[src/rtl/m_store_align.sv]
// E->M pipeline register for stores: places store data into byte lanes, drives byte
// enables to data memory, flags store address errors and counts committed stores.
module m_store_align #(
  parameter logic [31:0] DM_BASE  = 32'h0000_0000,
  parameter logic [31:0] DM_LIMIT = 32'h0000_2FFF,
  // Value loaded into the store counter on reset; leave at 0 outside of test benches.
  parameter logic [31:0] CNT_RST  = 32'h0000_0000
) (
  input  logic        clk,
  input  logic        reset,
  input  logic        en,
  input  logic        flush,
  input  logic [1:0]  E_StoreOp,
  input  logic [31:0] E_addr,
  input  logic [31:0] E_wdata,
  input  logic [31:0] E_pc,
  output logic [31:0] M_addr,
  output logic [31:0] M_wdata,
  output logic [3:0]  M_byteen,
  output logic [31:0] M_pc,
  output logic        M_AdES,
  output logic [31:0] M_store_cnt
);

  localparam logic [1:0] OP_SB = 2'b01;
  localparam logic [1:0] OP_SH = 2'b10;
  localparam logic [1:0] OP_SW = 2'b11;

  logic [1:0]  w_a;
  logic [3:0]  w_byteen_raw;
  logic [3:0]  w_byteen;
  logic [31:0] w_wdata;
  logic        w_misalign;
  logic [32:0] w_base_diff;
  logic        w_below;
  logic        w_above;
  logic        w_ades;

  logic [31:0] r_addr;
  logic [31:0] r_wdata;
  logic [3:0]  r_byteen;
  logic [31:0] r_pc;
  logic        r_ades;
  logic [31:0] r_store_cnt;

  assign w_a = E_addr[1:0];

  always_comb begin
    w_byteen_raw = 4'b0000;
    w_wdata      = 32'h0000_0000;
    w_misalign   = 1'b0;
    case (E_StoreOp)
      OP_SB: begin
        w_byteen_raw = 4'b0001 << w_a;
        w_wdata      = {4{E_wdata[7:0]}};
      end
      OP_SH: begin
        w_byteen_raw = w_a[1] ? 4'b1100 : 4'b0011;
        w_wdata      = {2{E_wdata[15:0]}};
        w_misalign   = w_a[0];
      end
      OP_SW: begin
        w_byteen_raw = 4'b1111;
        w_wdata      = E_wdata;
        w_misalign   = |w_a;
      end
      default: begin
        w_byteen_raw = 4'b0000;
        w_wdata      = 32'h0000_0000;
        w_misalign   = 1'b0;
      end
    endcase
  end

  // Borrow out of the subtraction gives addr < base without a constant-compare against 0.
  assign w_base_diff = {1'b0, E_addr} - {1'b0, DM_BASE};
  assign w_below     = w_base_diff[32];
  assign w_above     = E_addr > DM_LIMIT;
  assign w_ades      = (|E_StoreOp) & (w_misalign | w_below | w_above);
  assign w_byteen    = w_ades ? 4'b0000 : w_byteen_raw;

  always_ff @(posedge clk) begin
    if (reset) begin
      r_addr      <= 32'h0000_0000;
      r_wdata     <= 32'h0000_0000;
      r_byteen    <= 4'b0000;
      r_pc        <= 32'h0000_0000;
      r_ades      <= 1'b0;
      r_store_cnt <= CNT_RST;
    end else if (flush) begin
      r_addr   <= 32'h0000_0000;
      r_wdata  <= 32'h0000_0000;
      r_byteen <= 4'b0000;
      r_pc     <= 32'h0000_0000;
      r_ades   <= 1'b0;
    end else if (en) begin
      r_addr      <= {E_addr[31:2], 2'b00};
      r_wdata     <= w_wdata;
      r_byteen    <= w_byteen;
      r_pc        <= E_pc;
      r_ades      <= w_ades;
      r_store_cnt <= r_store_cnt + {31'b0, |w_byteen};
    end
  end

  assign M_addr      = r_addr;
  assign M_wdata     = r_wdata;
  assign M_byteen    = r_byteen;
  assign M_pc        = r_pc;
  assign M_AdES      = r_ades;
  assign M_store_cnt = r_store_cnt;

endmodule

[config.mk]
export PLATFORM = sky130hd
export DESIGN_NAME = m_store_align
export DESIGN_NICKNAME = d
export VERILOG_FILES = /design/src/rtl/m_store_align.sv
export SDC_FILE = /design/constraint.sdc
export NUM_CORES = 1
export LEC_CHECK = 0
export CORE_UTILIZATION = 46
export DETAILED_ROUTE_END_ITERATION = 8
export PLACE_DENSITY = 0.88
export REMOVE_ABC_BUFFERS = 1
export SYNTH_ARGS = -nofsm -noshare
export SYNTH_HDL_FRONTEND = slang
export SYNTH_SLANG_ARGS = --single-unit
[constraint.sdc]
create_clock -name clk -period 6.4 [get_ports clk]
set_clock_uncertainty 0.2 [all_clocks]
set_input_delay 0.96 -clock clk [delete_from_list [all_inputs] [get_ports clk]]
set_output_delay 0.96 -clock clk [all_outputs]
set_load 0.03 [all_outputs]
# ---- Word-level counts from Yosys, hierarchy flattened
# Cells that the tools add are included.
dict set report totals {
  reg_bits 131
  inputBits 102
  output_inout_bits 133
  wordCells 25
}
dict set report op_classes {
  addsub 1
  magnitude_cmp 1
  eq_ne 3
  shift 1
  n_mux 5
  bitwise_logic 3
  reduce_logical 5
}
# cell n
set ops {}
lappend ops {{one-hot mux 32 bit (3 select lines)} 1}
lappend ops {{adder 32 x 1 -> 32 bit} 1}
lappend ops {{> comparator 32 x 14 -> 1 bit, second input constant} 1}
lappend ops {{one-hot mux 4 bit (3 select lines)} 1}
lappend ops {{2-to-1 mux 4 bit} 2}
lappend ops {{OR reduction 2 bit} 3}
lappend ops {{== test 2 bit, second input constant} 2}
lappend ops {{OR reduction 4 bit} 1}
lappend ops {{left shift 1 x 2 -> 4 bit, first input constant} 1}
lappend ops {{== test 2 x 1 -> 1 bit, second input constant} 1}
lappend ops {{one-hot mux 1 bit (2 select lines)} 1}
lappend ops {{AND reduction 2 bit} 1}
lappend ops {{AND 1 bit} 1}
lappend ops {{NOT 1 bit} 1}
lappend ops {{bitwise OR 1 bit} 1}

# ---- Logic depth before layout (Yosys ltp)
dict set report depth {
  ltp_word 7
  ltp_mapped 11
  ltp_nobuf 9
}

# ---- Least setup slack after synthesis
# OpenSTA, ideal clock, no wires.
dict set report synth_path {
  kind {input port to flip-flop}
  startpoint {in E_StoreOp[1]}
  endpoint {reg r_store_cnt[28] (netlist: M_store_cnt[28])}
  setup_ps 71
  arrival_time_ps 3385
  required_time_ps 6129
  path_slack_ps 2744
  path_stages 11
  n_path_buf 2
  cell_sequence {buf_1 inv_1 o211ai_1 nor3_1 ha_1 ha_1 nand4b_2 or4_1 clkbuf_2 or4_1 a21oi_1}
}
dict set report synth_via {
  elab_chain_cells 7
  word_cells_on_any_way 11
  cone_classes {add/sub (1); eq/ne (3); mux (3); bitwise (2); reduce/logical (2)}
}
# element line_no
set synth_rtl {}
lappend synth_rtl {{start: declaration} 13} ;# input logic [1:0] E_StoreOp,
lappend synth_rtl {{== test 2 bit} 52} ;# case (E_StoreOp)
lappend synth_rtl {{one-hot mux 1 bit (2 select lines)} 52}
lappend synth_rtl {{bitwise OR 1 bit} 79} ;# assign w_ades = (|E_StoreOp) & (w_misalign | w_below | w_above);
lappend synth_rtl {{AND 1 bit} 79}
lappend synth_rtl {{2-to-1 mux 4 bit *} 80} ;# assign w_byteen = w_ades ? 4'b0000 : w_byteen_raw;
lappend synth_rtl {{OR reduction 4 bit *} 102} ;# r_store_cnt <= r_store_cnt + {31'b0, |w_byteen};
lappend synth_rtl {{adder 32 x 1 -> 32 bit *} 102}
lappend synth_rtl {{end signal: assignment} 102}
lappend synth_rtl {{end: declaration} 44} ;# logic [31:0] r_store_cnt;
# Every way passes the cells marked *; elsewhere a longest branch is shown, timed or not.
# A chain may end at the register's enable or synchronous reset.

# ---- Worst setup path in the final report
dict set report layout_path {
  startpoint {in E_addr[14]}
  endpoint {reg r_store_cnt[28] (netlist: M_store_cnt[28])}
}
dict set report layout_via {
  elab_chain_cells 6
}
# element line_no
set layout_rtl {}
lappend layout_rtl {{start: declaration} 14} ;# input logic [31:0] E_addr,
lappend layout_rtl {{> comparator 32 x 14 -> 1 bit} 78} ;# assign w_above = E_addr > DM_LIMIT;
lappend layout_rtl {{bitwise OR 1 bit} 79}
lappend layout_rtl {{AND 1 bit} 79}
lappend layout_rtl {{2-to-1 mux 4 bit} 80}
lappend layout_rtl {{OR reduction 4 bit} 102}
lappend layout_rtl {{adder 32 x 1 -> 32 bit} 102}
# No other way between the ends.

==> summary.md <==
| Metric | Value |
|---|---|
| Status | `finished, violations left` |
| Violated checks | `design-rule violations` |
| Vias in the first global route | `5571` |
| DR WL/cell | `about 19 um` |
| R2R Setup Slk | `between 3 and 4 ns` |
| TritonCTS clock tree | `done` |
| Final Max Slew Viols | `0` |
| Kind of critical path | `in -> reg` |
| Drt total wl | `approximately 18000 um` |
| Grt ovf | `0` |
| Max-slew headroom | `0.404` |
| WP data required | `6.54 ns` |
| Commonest non-fill, non-tap cell in the layout | `clkdlybuf4s50_1` |
| Synthesized flop and latch total | `between 100 and 150` |
| PortBufs | `232` |
| Internal power | `1.53 mW` |
| Reg clk slew, reported paths | `0.05 ns` |
| Most frequent cells in the layout | `clkdlybuf4s50_1 (231), dfxtp_1 (131), nor2_1 (106)` |
| Unrepaired setup endpoints after global routing | `no` |
| Core area | `11600 um^2` |
| Yosys warns | `0` |
| Layout cells sized above 1 | `0.0502` |
| Worst Setup End Kind | `flop` |
| Avg Cell Area, Syn | `between 9 and 10 um^2` |
| Die Span Y | `~110 um` |
| CTS root buf | `clkbuf_16` |
| Antenna cells | `0` |
| Global-route usage over all layers | `0.297` |
| EDFF count, synth | `0` |
| First-pass GRT wire length | `approximately 29000 um` |
| Pin count of the biggest net entering global routing | `75` |
| Max-cap violations | `0` |
| Net Switching | `between 0.4 and 0.5 mW` |
| Rows | `39` |
| Io pins | `roughly 240` |
| Ys flop type | `dfxtp_1` |
| P per Cell Area | `241 nW/um^2` |
| Synth-to-layout area growth | `52.5%` |
| Final hold vios | `0` |
| Final nets | `around 910` |
| Hold Crit Endpoint | `M_AdES$_SDFFE_PP0P_` |
| CTS Buf Count | `17` |
| Combinational share of power | `0.131` |
| Clock Power Share | `0.450` |
| Post-cts repair resize count | `0` |
| Drt first pass iters | `9` |
| Post-synthesis async set-or-reset flop share | `0` |
| Fin crit period | `roughly 4.3 ns` |
| Worst Reg-to-Reg Cells | `6` |
| Mapped Cells | `around 600` |
| Post-CTS Setup Bufs | `0` |
| Placed Cells | `slightly above 900` |
| RD Place Congestion | `0.844` |
| Drt drc | `12` |
| Setup violators final | `0` |
| Reg2reg start | `M_store_cnt[0]$_SDFFE_PP0P_` |
| Initial antenna violation count | `0` |
| DR iter-0 viols | `approximately 450` |
| Die Area | `around 12000 um^2` |
| CP Max Fanout | `8` |
| Synthesized area | `roughly 5500 um^2` |
| Min-delay worst type | `reg -> reg` |
| Start point of the worst min-delay path | `M_AdES$_SDFFE_PP0P_` |
| Clock Path Buffers | `2` |
| Netlist cell types | `45` |
| Leakage | `3.18 nW` |
| Startpoint types | `primary input` |
| CTS sink cnt | `between 100 and 150` |
| Post-route insts no fill | `960` |
| Remaining antenna violation count after routing | `0` |
| Hold Buf Count CTS | `0` |
| Fmax | `roughly 230 MHz` |
| Post-DP HPWL | `around 12000 um` |
| Worst-Skew Late Latency | `0.41 ns` |
| Seq pwr share | `0.419` |
| Vias | `around 5400` |
| Chip width | `111 um` |
| Setup TNS | `0 ns` |
| Max H-tree Level | `4` |
| RR Endpoint | `M_store_cnt[28]$_SDFFE_PP0P_` |
| Peak VDD IR | `roughly 0.17 mV` |
| Worst-margin pin slew | `just under 0.9 ns` |
| Worst endpoint data arrival time | `~4.4 ns` |
| Sw Ratio | `0.243` |
| Min-Delay Path Depth | `2` |
| Register area share after synthesis | `0.476` |
| Initial Util | `0.476` |
| Via-to-Cell Ratio | `5.59` |
| Fin crit share | `0.669` |
-- final cells by class --
type                    count  area, um^2
clock buffers              24         492
clock inverters             5        52.6
fillers                   836        3160
inverters                   8        30.0
multi-input cells         412        2670
flip-flops and latches    131        2620
well taps                 143         179
repair buffers            237        2360
-- power groups by stage --
stage / clock network [mW] / registers [mW] / logic [mW]
after floorplan: 0 / 0.904 / 0.0687
after global placement: 0 / 0.864 / 0.255
after detailed placement: 0 / 0.864 / 0.261
after CTS: 0.922 / 0.848 / 0.264
after global routing: 0.959 / 0.851 / 0.280
final: 0.910 / 0.849 / 0.265
-- flip-flops by register name, summed over array words and instances, names as in the netlist --
signal and flops:
M_byteen 4, M_wdata 32, M_store_cnt 32, M_addr 30
M_AdES 1, M_pc 32
-- critical path, cell delays in order --
cell and delay [ns]:
clkdlybuf4s50_1 0.43, nor4_1 0.53, nand3_1 0.24, nor3_1 0.26, ha_1 0.23, ha_1 0.23, nand4b_2 0.21, or4_1 0.66
or4_1 0.53, a21oi_1 0.15
-- kinds of logic (layout without fill, tap and decap cells) --
family	Yosys count	in the layout	synth area share
simple gates	198	198	0.182
flops	131	131	0.476
compound gates	116	116	0.128
mux	82	82	0.149
buf+inv	54	274	0.0406
xor+xnor	12	12	0.0191
fa+ha+maj	2	2	0.00454
other cells	1	2	0.000681
-- per-layer routing --
layer / vias to the layer above / global-route usage / share of wire
met5: - / 0 / 0
met4: 0 / 0.123 / 0.032
met3: 39 / 0.103 / 0.077
met2: 215 / 0.514 / 0.50
met1: 2577 / 0.332 / 0.39
li1: 2531 / - / -
-- metrics by stage --
step / setup WS, ns / util / hold WS [ns] / area [um^2] / power [mW]
floorplan: 2.78 / - / 0.393 / 5320 / 0.973
global placement: 1.96 / 0.679 / 0.257 / 7860 / 1.12
global route: 1.89 / 0.726 / 0.293 / 8400 / 2.09
detailed placement: 1.80 / 0.679 / 0.264 / 7860 / 1.13
CTS: 2.19 / 0.726 / 0.273 / 8400 / 2.03
finish: 2.12 / 0.726 / 0.270 / 8400 / 2.02
-- synth_stat cells (2+ instances only) --
cell,n,area (um^2)
or4_1,14,105
buf_4,2,15.0
nand3_1,7,35.0
nor3_1,4,20.0
buf_2,3,15.0
or3_1,7,43.8
o2111ai_1,4,35.0
nand2_1,12,45.0
nand4_2,2,25.0
a21boi_0,2,15.0
xnor2_1,8,70.1
and2_1,2,12.5
clkbuf_1,31,116
nor2_1,106,398
a21oi_1,56,280
nor2b_1,13,81.3
nor4_1,10,62.6
a22oi_1,16,120
o31ai_1,13,97.6
o21ai_0,13,65.1
xor2_1,4,35.0
ha_1,2,25.0
buf_1,7,26.3
nand2b_1,7,43.8
a211oi_1,9,67.6
clkbuf_2,2,10.0
mux2_2,2,22.5
mux2i_1,80,801
dfxtp_1,131,2620
inv_1,8,30.0
and4_1,2,17.5
nand4_1,4,25.0
-- worst max path at each step --
| stage | from | to | slack, ns | depth (start not counted) |
|---|---|---|---|---|
| final | E_addr[14] | M_store_cnt[28]$_SDFFE_PP0P_ | 2.12 | 10 |
| after detailed placement | E_addr[14] | M_store_cnt[28]$_SDFFE_PP0P_ | 1.80 | 10 |
| after CTS | E_addr[14] | M_store_cnt[28]$_SDFFE_PP0P_ | 2.19 | 10 |
| after global placement | E_addr[14] | M_store_cnt[26]$_SDFFE_PP0P_ | 1.96 | 10 |
| after global routing | E_addr[14] | M_store_cnt[28]$_SDFFE_PP0P_ | 1.89 | 10 |
| after floorplan | E_addr[16] | M_store_cnt[28]$_SDFFE_PP0P_ | 2.78 | 9 |
Note: power is estimated with default switching activity, not from simulation.
